## config.mk

```make
export PLATFORM = sky130hd
export DESIGN_NAME = servo_scheduler
export DESIGN_NICKNAME = d
export VERILOG_FILES = /design/src/rtl/servo_scheduler.sv
export SDC_FILE = /design/constraint.sdc
export NUM_CORES = 1
export LEC_CHECK = 0
export CAP_MARGIN = 20
export CORE_ASPECT_RATIO = 1.1
export CORE_MARGIN = 2
export CORE_UTILIZATION = 60
export DETAILED_ROUTE_END_ITERATION = 8
export PLACE_DENSITY_LB_ADDON = 0.25
export SETUP_SLACK_MARGIN = 0.05
export SLEW_MARGIN = 30
export SYNTH_ARGS = -nofsm -noshare
export SYNTH_HDL_FRONTEND = slang
export SYNTH_SLANG_ARGS = --single-unit
```

## constraint.sdc

```tcl
create_clock -name clk_i -period 7.1 [get_ports clk_i]
set_input_delay 1.42 -clock clk_i [delete_from_list [all_inputs] [get_ports clk_i]]
set_output_delay 1.42 -clock clk_i [all_outputs]
set_load 0.01 [all_outputs]
```

## src/rtl/servo_scheduler.sv

```systemverilog
`default_nettype none
//------------------------------------------------------------------------------
// Module   : servo_scheduler
// Brief    : Multi-channel RC-servo pulse scheduler with double-buffered
//            positions. Optional failsafe build: define SERVO_FAILSAFE_EN.
// Revision : 1.0 - initial release
//------------------------------------------------------------------------------
module servo_scheduler #(
   parameter int CLK_PER_NS = 40,
   parameter int N          = 8,
   parameter int CH         = 4
) (
   input  logic          clk_i,
   input  logic          rst_i,
   input  logic          en_i,
   input  logic          wr_valid_i,
   output logic          wr_ready_o,
   input  logic [2:0]    wr_ch_i,
   input  logic [N-1:0]  wr_pos_i,
   output logic [CH-1:0] srv_o,
   output logic          frame_o,
   output logic          fault_o
);

   localparam int c_MS_CYC    = 1_000_000 / CLK_PER_NS;
   localparam int c_STEP_CYC  = c_MS_CYC / (2 ** N);
   localparam int c_SLOT_CYC  = (5 * c_MS_CYC) / 2;
   localparam int c_FRAME_CYC = 20 * c_MS_CYC;
   localparam int c_FW        = $clog2(c_FRAME_CYC + 1);
   localparam int c_SW        = $clog2(c_SLOT_CYC + 1);
   localparam int c_CHW       = (CH > 1) ? $clog2(CH) : 1;

   localparam logic [c_CHW-1:0] c_CH_LAST   = c_CHW'(CH - 1);
   localparam logic [c_SW-1:0]  c_SLOT_LAST = c_SW'(c_SLOT_CYC - 1);
   localparam logic [c_FW-1:0]  c_FRAME_END = c_FW'(c_FRAME_CYC);

   typedef enum logic [1:0] {
      S_IDLE       = 2'd0,
      S_PULSE      = 2'd1,
      S_GAP        = 2'd2,
      S_FRAME_WAIT = 2'd3
   } state_t;

   state_t              r_state, w_state_nxt;
   logic [c_FW-1:0]     r_frame_cnt, w_frame_cnt_nxt;
   logic [c_SW-1:0]     r_slot_cnt, w_slot_cnt_nxt;
   logic [c_CHW-1:0]    r_ch, w_ch_nxt;
   logic [CH-1:0][N-1:0] r_pending, r_active;
   logic [N-1:0]        w_act_sel;
   logic [c_SW-1:0]     w_pulse_last;
   logic [CH-1:0]       w_srv_raw;
   logic                w_frame_start;
   logic                w_wr_accept;
   logic                w_mute;

   // Frame-start cycle counts as cycle 0 of the frame and of slot 0.
   assign w_frame_start = en_i && ((r_state == S_IDLE) ||
                          ((r_state == S_FRAME_WAIT) && (r_frame_cnt == c_FRAME_END)));

   assign w_act_sel    = r_active[r_ch];
   assign w_pulse_last = c_SW'(c_MS_CYC - 1) + c_SW'(w_act_sel) * c_SW'(c_STEP_CYC);

   assign wr_ready_o  = rst_i || !w_frame_start;
   assign w_wr_accept = wr_valid_i && wr_ready_o;
   assign frame_o     = w_frame_start && !rst_i;
   assign srv_o       = (rst_i || w_mute) ? '0 : w_srv_raw;

   always_ff @(posedge clk_i or posedge rst_i) begin
      if (rst_i) begin
         r_state     <= S_IDLE;
         r_frame_cnt <= '0;
         r_slot_cnt  <= '0;
         r_ch        <= '0;
      end else begin
         r_state     <= w_state_nxt;
         r_frame_cnt <= w_frame_cnt_nxt;
         r_slot_cnt  <= w_slot_cnt_nxt;
         r_ch        <= w_ch_nxt;
      end
   end

   always_comb begin
      w_state_nxt     = r_state;
      w_ch_nxt        = r_ch;
      w_slot_cnt_nxt  = r_slot_cnt + c_SW'(1);
      w_frame_cnt_nxt = r_frame_cnt + c_FW'(1);
      w_srv_raw       = '0;
      if (!en_i) begin
         w_state_nxt     = S_IDLE;
         w_ch_nxt        = '0;
         w_slot_cnt_nxt  = '0;
         w_frame_cnt_nxt = '0;
      end else if (w_frame_start) begin
         w_state_nxt     = S_PULSE;
         w_ch_nxt        = '0;
         w_slot_cnt_nxt  = c_SW'(1);
         w_frame_cnt_nxt = c_FW'(1);
         w_srv_raw[0]    = 1'b1;
      end else begin
         case (r_state)
            S_IDLE: begin
               w_state_nxt = S_IDLE;
            end
            S_PULSE: begin
               w_srv_raw[r_ch] = 1'b1;
               if ((r_slot_cnt >= w_pulse_last) || (r_slot_cnt >= c_SLOT_LAST)) begin
                  w_state_nxt = S_GAP;
               end
            end
            S_GAP: begin
               if (r_slot_cnt >= c_SLOT_LAST) begin
                  w_slot_cnt_nxt = '0;
                  if (r_ch == c_CH_LAST) begin
                     w_state_nxt = S_FRAME_WAIT;
                  end else begin
                     w_state_nxt = S_PULSE;
                     w_ch_nxt    = r_ch + c_CHW'(1);
                  end
               end
            end
            S_FRAME_WAIT: begin
               w_slot_cnt_nxt = '0;
            end
            default: begin
               w_state_nxt = S_IDLE;
            end
         endcase
      end
   end

   // Writes never coincide with the frame-start copy because ready is low then.
   always_ff @(posedge clk_i or posedge rst_i) begin
      if (rst_i) begin
         r_pending <= '0;
         r_active  <= '0;
      end else begin
         for (int k = 0; k < CH; k++) begin
            if (w_wr_accept && (wr_ch_i == 3'(k))) begin
               r_pending[k] <= wr_pos_i;
            end
         end
         if (w_frame_start) begin
            r_active <= r_pending;
         end
      end
   end

`ifdef SERVO_FAILSAFE_EN
   localparam logic [5:0] c_FS_LIMIT = 6'd50;

   logic [5:0] r_idle_frames, w_idle_frames_nxt;
   logic       r_wr_seen;
   logic       r_mute;
   logic       w_mute_frame;

   // Only frames that ran to completion are counted as silent.
   always_comb begin
      w_idle_frames_nxt = r_idle_frames;
      if (w_wr_accept) begin
         w_idle_frames_nxt = '0;
      end else if (w_frame_start && (r_state == S_FRAME_WAIT) && !r_wr_seen &&
                   (r_idle_frames != c_FS_LIMIT)) begin
         w_idle_frames_nxt = r_idle_frames + 6'd1;
      end
   end

   assign w_mute_frame = (w_idle_frames_nxt == c_FS_LIMIT);
   assign w_mute       = w_frame_start ? w_mute_frame : r_mute;
   assign fault_o      = (r_idle_frames == c_FS_LIMIT);

   always_ff @(posedge clk_i or posedge rst_i) begin
      if (rst_i) begin
         r_idle_frames <= '0;
         r_wr_seen     <= 1'b0;
         r_mute        <= 1'b0;
      end else begin
         r_idle_frames <= w_idle_frames_nxt;
         r_wr_seen     <= w_frame_start ? 1'b0 : (r_wr_seen || w_wr_accept);
         if (w_frame_start) begin
            r_mute <= w_mute_frame;
         end
      end
   end
`else
   assign w_mute  = 1'b0;
   assign fault_o = 1'b0;
`endif

endmodule
`default_nettype wire

```

# == Yosys cells after proc, flatten, opt, wreduce, memory -nomap -nowiden ==
# Cells that the tools add are included.
# totals
ff_bits,103
latchBits,0
ram_bits,0
romBits,0
output_inout_bits,7
word_cells,79
memories,0
# classes
n_addsub,4
multipliers,1
div_mod_pow,0
n_lt_le_gt_ge,4
eq_ne,14
shifts,0
mux,26
bitwise_logic,0
reduce_logical,18
# op_table
cell,count
$mux 16,3
$mux 19,2
$pmux 16 s2,1
$mux 2,10
$add 19x1->19 const B,1
$eq 19x19->1 const B,1
$add 15x15->16 const A,1
$add 16x1->16 const B,1
$bmux 8 s2,1
$ge 16x16->1,1
$ge 16x16->1 const B,1
$mul 8x7->15 const B,1
$mux 4,3
$logic_and 1x1->1,9
$mux 8,1
$ne 4x4->1 const B,2
$eq 2x2->1 const B,3
$eq 3x2->1 const B,2
$ne 3x1->1 const B,2
$pmux 2 s3,1
$reduce_and 3->1,2
$ne 5x1->1 const B,1
$eq 3x1->1 const B,1
$logic_not 3->1,1
other kinds (11),15

# == Depth between registers and ports, before layout ==
# depth
ltp_word,10
ltp_mapped,22
depth_no_buf,21

# == Worst setup path before layout ==
# OpenSTA, ideal clock, no wires.
# synth_timing
path_type,in2out
startpoint,input rst_i
endpoint,output frame_o
t_arrival_ps,4274
required_ps,5680
setup_slack_ps,1406
stages,5
n_path_buf,1
path_cell_list,inv_1 -> nand2_1 -> or2_1 -> buf_6 -> inv_1
# synth_between
elab_chain_len,2
# synth_rtl
item,line_no,text
from (decl),14,"input logic rst_i,"
$logic_not 1->1 (no line),n/a,
$logic_and 1x1->1,65,assign frame_o = w_frame_start && !rst_i;
to (decl),21,"output logic frame_o,"
# Every way passes these cells.

# == Worst setup path after layout ==
# layout_timing
startpoint,register r_ch[0]
endpoint,register r_state[1]
# layout_between
elab_chain_len,8
# layout_rtl
item,line_no,text
from (decl),47,"logic [c_CHW-1:0] r_ch, w_ch_nxt;"
from (signal assigned),78,r_ch <= w_ch_nxt;
$bmux 8 s2,60,assign w_act_sel = r_active[r_ch];
$mux 8 (not written as such),60,
$mul 8x7->15,61,assign w_pulse_last = c_SW'(c_MS_CYC - 1) + c_SW'(w_act_sel) * c_SW'(c_STEP_CYC);
$add 15x15->16,61,
$ge 16x16->1,106,if ((r_slot_cnt >= w_pulse_last) || (r_slot_cnt >= c_SLOT_LAST)) begin
$logic_or 1x1->1,106,
$ne 4x4->1 (no line),n/a,
$reduce_and 3->1 (no line),n/a,
to (signal assigned),75,r_state <= w_state_nxt;
to (decl),44,"state_t r_state, w_state_nxt;"
# Several ways; a longest one is shown, not always the timed one. The select of a mux whose other input is x is not followed.
# A chain may end at the register's enable or synchronous reset.

==> metrics.cfg <==
[status]
status = finished clean

[global_routing]
grt_max_degree = 63
gr-usage-all-layers_pct = 21.9
grt_pass1_wl_mm = 19.1
grt-ovfl-total = 0
antenna_found_initial = 0
first_global_vias = 4012

[synthesis]
synth-edff-count = 0
synth-seq-cells = 103
synth_area_leaders = dfrtp_1 42%, ha_1 15%, mux2_2 10%, nor2_1 3.6%, xor2_1 3.4%
ys_warn_count = 0
ys_seq_area_share_pct = 42.2
ys_async_sr_fraction_pct = 100
synth_cell_types = 53
synthCells = 531
synth_top_area_share_pct = 42.2
synth_top_area_cell = dfrtp_1
ys.flop_type = dfrtp_1
syn_area_um2 = 6110
synth_nets = 620
syn_avg_cell_area_um2 = 11.5

[critical_path]
crit_type = reg2reg
required_ns = 7.33
worstPathArrival_ns = 5.87
critPathCaptureType = register
worst_setup_path_start_kind = register
cp_max_fo = 11

[die]
fp-row-count = 38
core_area_um2 = 9890
initial_utilization_pct = 61.8
die-area_um2 = 11000
dieWidth_um = 100
boundaryPins = 22
die_h_um = 110

[drt]
avgViaCountPerCell = 5.84
drt_iter0_drc = 158
antenna_left = 0
vias = 3948
wl_per_cell_um = 16.3
totalWireLength_mm = 11.0
drcViolationCount = 0
first_pass_iters = 5

[clock_tree]
cts_tree = built
clkSlewWorstSetupHoldPaths_ns = 0.11
cts-htree-levels = 3
insertion_delay_ns = 0.37
post_cts_buffers = 0
cts_root_buf = clkbuf_8
cts_resized = 0
clock_sinks = 103
cts_max_path_buffers = 2
cts_buffers = 9
holdBufCountCts = 0

[place]
dp_worst_setup_slack_ns = 1.48
dp_hpwl_mm = 8.05
numPortBuffers = 20
gp_congestion = 0.899
postPlaceCellArea_um2 = 6400
placedCellCount = 660

[timing]
rsz0062_at_grt = no
hold_violations = 0
setup-violations-final = 0
setup_slack_ns = 1.46
final_max_slew_viol_count = 0
post-route-min-period_ns = 5.64
worst_pin_slew_ns = 0.761
finClkSkew_ns = 0.0172
fmax_mhz = 177
period_share_pct = 79.4
maxSlewHeadroom_pct = 49.3
setup_tns_ns = 0

[layout]
n_antenna_cell = 0
final_cell_mix = 103 x dfrtp_1, 72 x ha_1, 58 x nor2_1
fillers = 759
instances_no_fill = 676
layout_commonest_cell = dfrtp_1
final_nets = 640
area_growth_syn_to_layout_pct = 8.19
drive_gt1_share_pct = 17.4
stdcell_area_um2 = 6610

[power_and_ir_drop]
power_leakage_nw = 3.02
total_power_mw = 2.22
vdd_drop_max_mv = 0.219
powerDensity_nw_per_um2 = 336

[flow_run]
drv_cap = 0

[hold_path]
holdCritPathClass = reg2reg

==> registers in the layout, summed over array words and instances, names as in the netlist <==
| signal | cells |
|---|---|
| r_active | 32 |
| r_frame_cnt | 19 |
| r_ch | 2 |
| r_state | 2 |
| r_slot_cnt | 16 |
| r_pending | 32 |
==> routing by layer <==
metal / track usage, % / share of wire [%]
met3: 3.69 / 3.2
met1: 29.0 / 46
met5: 0 / 0
met2: 36.8 / 49
met4: 7.34 / 2.0
==> cell type report <==
type | instances | area, um2 | share of cell area [%]
clock inverters | 6 | 76.3 | 1.15
inverters | 31 | 119 | 1.80
flip-flops and latches | 103 | 2580 | 39.0
well taps | 120 | 150 | 2.27
multi-input cells | 384 | 3340 | 50.6
repair buffers | 22 | 215 | 3.26
clock buffers | 10 | 128 | 1.93
==> worst max-delay path, cell delays in order, from the launching register on <==
cell	delay, ns
dfrtp_1	0.75
mux4_2	0.65
inv_1	0.11
ha_1	0.23
inv_1	0.09
ha_1	0.25
fa_1	0.41
ha_1	0.29
ha_1	0.36
a21o_1	0.21
a21oi_1	0.19
o221ai_1	0.16
a31o_2	0.27
a21oi_1	0.16
xnor2_1	0.09
ha_1	0.29
nand2_1	0.06
nor2_1	0.14
o211ai_1	0.11
o21ai_0	0.33
mux2i_1	0.24
a31oi_1	0.09
==> where the power goes <==
group          total (mW)  internal [mW]  switching, mW
Sequential          0.752          0.692         0.0594
Combinational        1.09          0.511          0.575
Clock               0.386          0.169          0.216
==> Yosys cell counts, types with 3 or more instances <==
library cell / number
nand2_1: 26
mux2i_1: 3
nand4_1: 9
mux4_2: 8
xor2_1: 24
clkbuf_1: 6
and2_1: 3
a21o_1: 3
xnor2_1: 21
dfrtp_1: 103
nor2_1: 58
ha_1: 72
o21ai_0: 7
nand3_1: 16
mux2_4: 8
and3_1: 5
nand2b_1: 3
buf_2: 3
mux2_2: 56
and4_1: 5
nor3_1: 5
a21boi_0: 4
inv_1: 31
nor2b_1: 4
a21oi_1: 15
==> per-stage QoR <==
| stage | utilization [%] | hold WS [ns] |
|---|---|---|
| 2_1_floorplan | - | 0.452 |
| 5_1_grt | 66.8 | 0.525 |
| 3_5_place_dp | 64.8 | 0.490 |
| 3_3_place_gp | 64.8 | 0.471 |
| 6_report | 66.8 | 0.511 |
| 4_1_cts | 66.8 | 0.515 |
==> cells by family after synthesis <==
| family | Yosys count | synth area share [%] |
|---|---|---|
| xor+xnor | 45 | 6.45 |
| compound gates | 43 | 4.92 |
| mux | 76 | 15.9 |
| buf+inv | 44 | 3.07 |
| other cells | 1 | 0.0614 |
| simple gates | 145 | 12.0 |
| fa+ha+maj | 74 | 15.4 |
| flops | 103 | 42.2 |
==> worst paths after layout <==
path                       slack, ns                 startpoint                         to  cells after the start
max                             1.46        r_ch[0]$_DFFE_PP0P_     r_state[1]$_DFFE_PP0P_                     21
min                             0.51  r_pending[23]$_DFFE_PP0P_   r_active[23]$_DFFE_PP0P_                      1
min reg2reg                     0.51  r_pending[23]$_DFFE_PP0P_   r_active[23]$_DFFE_PP0P_                      1
min in group asynchronous       1.50                      rst_i  r_frame_cnt[13]$_DFF_PP0_                      2
max in group asynchronous       4.44                      rst_i  r_pending[18]$_DFFE_PP0P_                      3
max reg2reg                     1.46        r_ch[0]$_DFFE_PP0P_     r_state[1]$_DFFE_PP0P_                     21
Note: power is estimated with default switching activity, not from simulation.
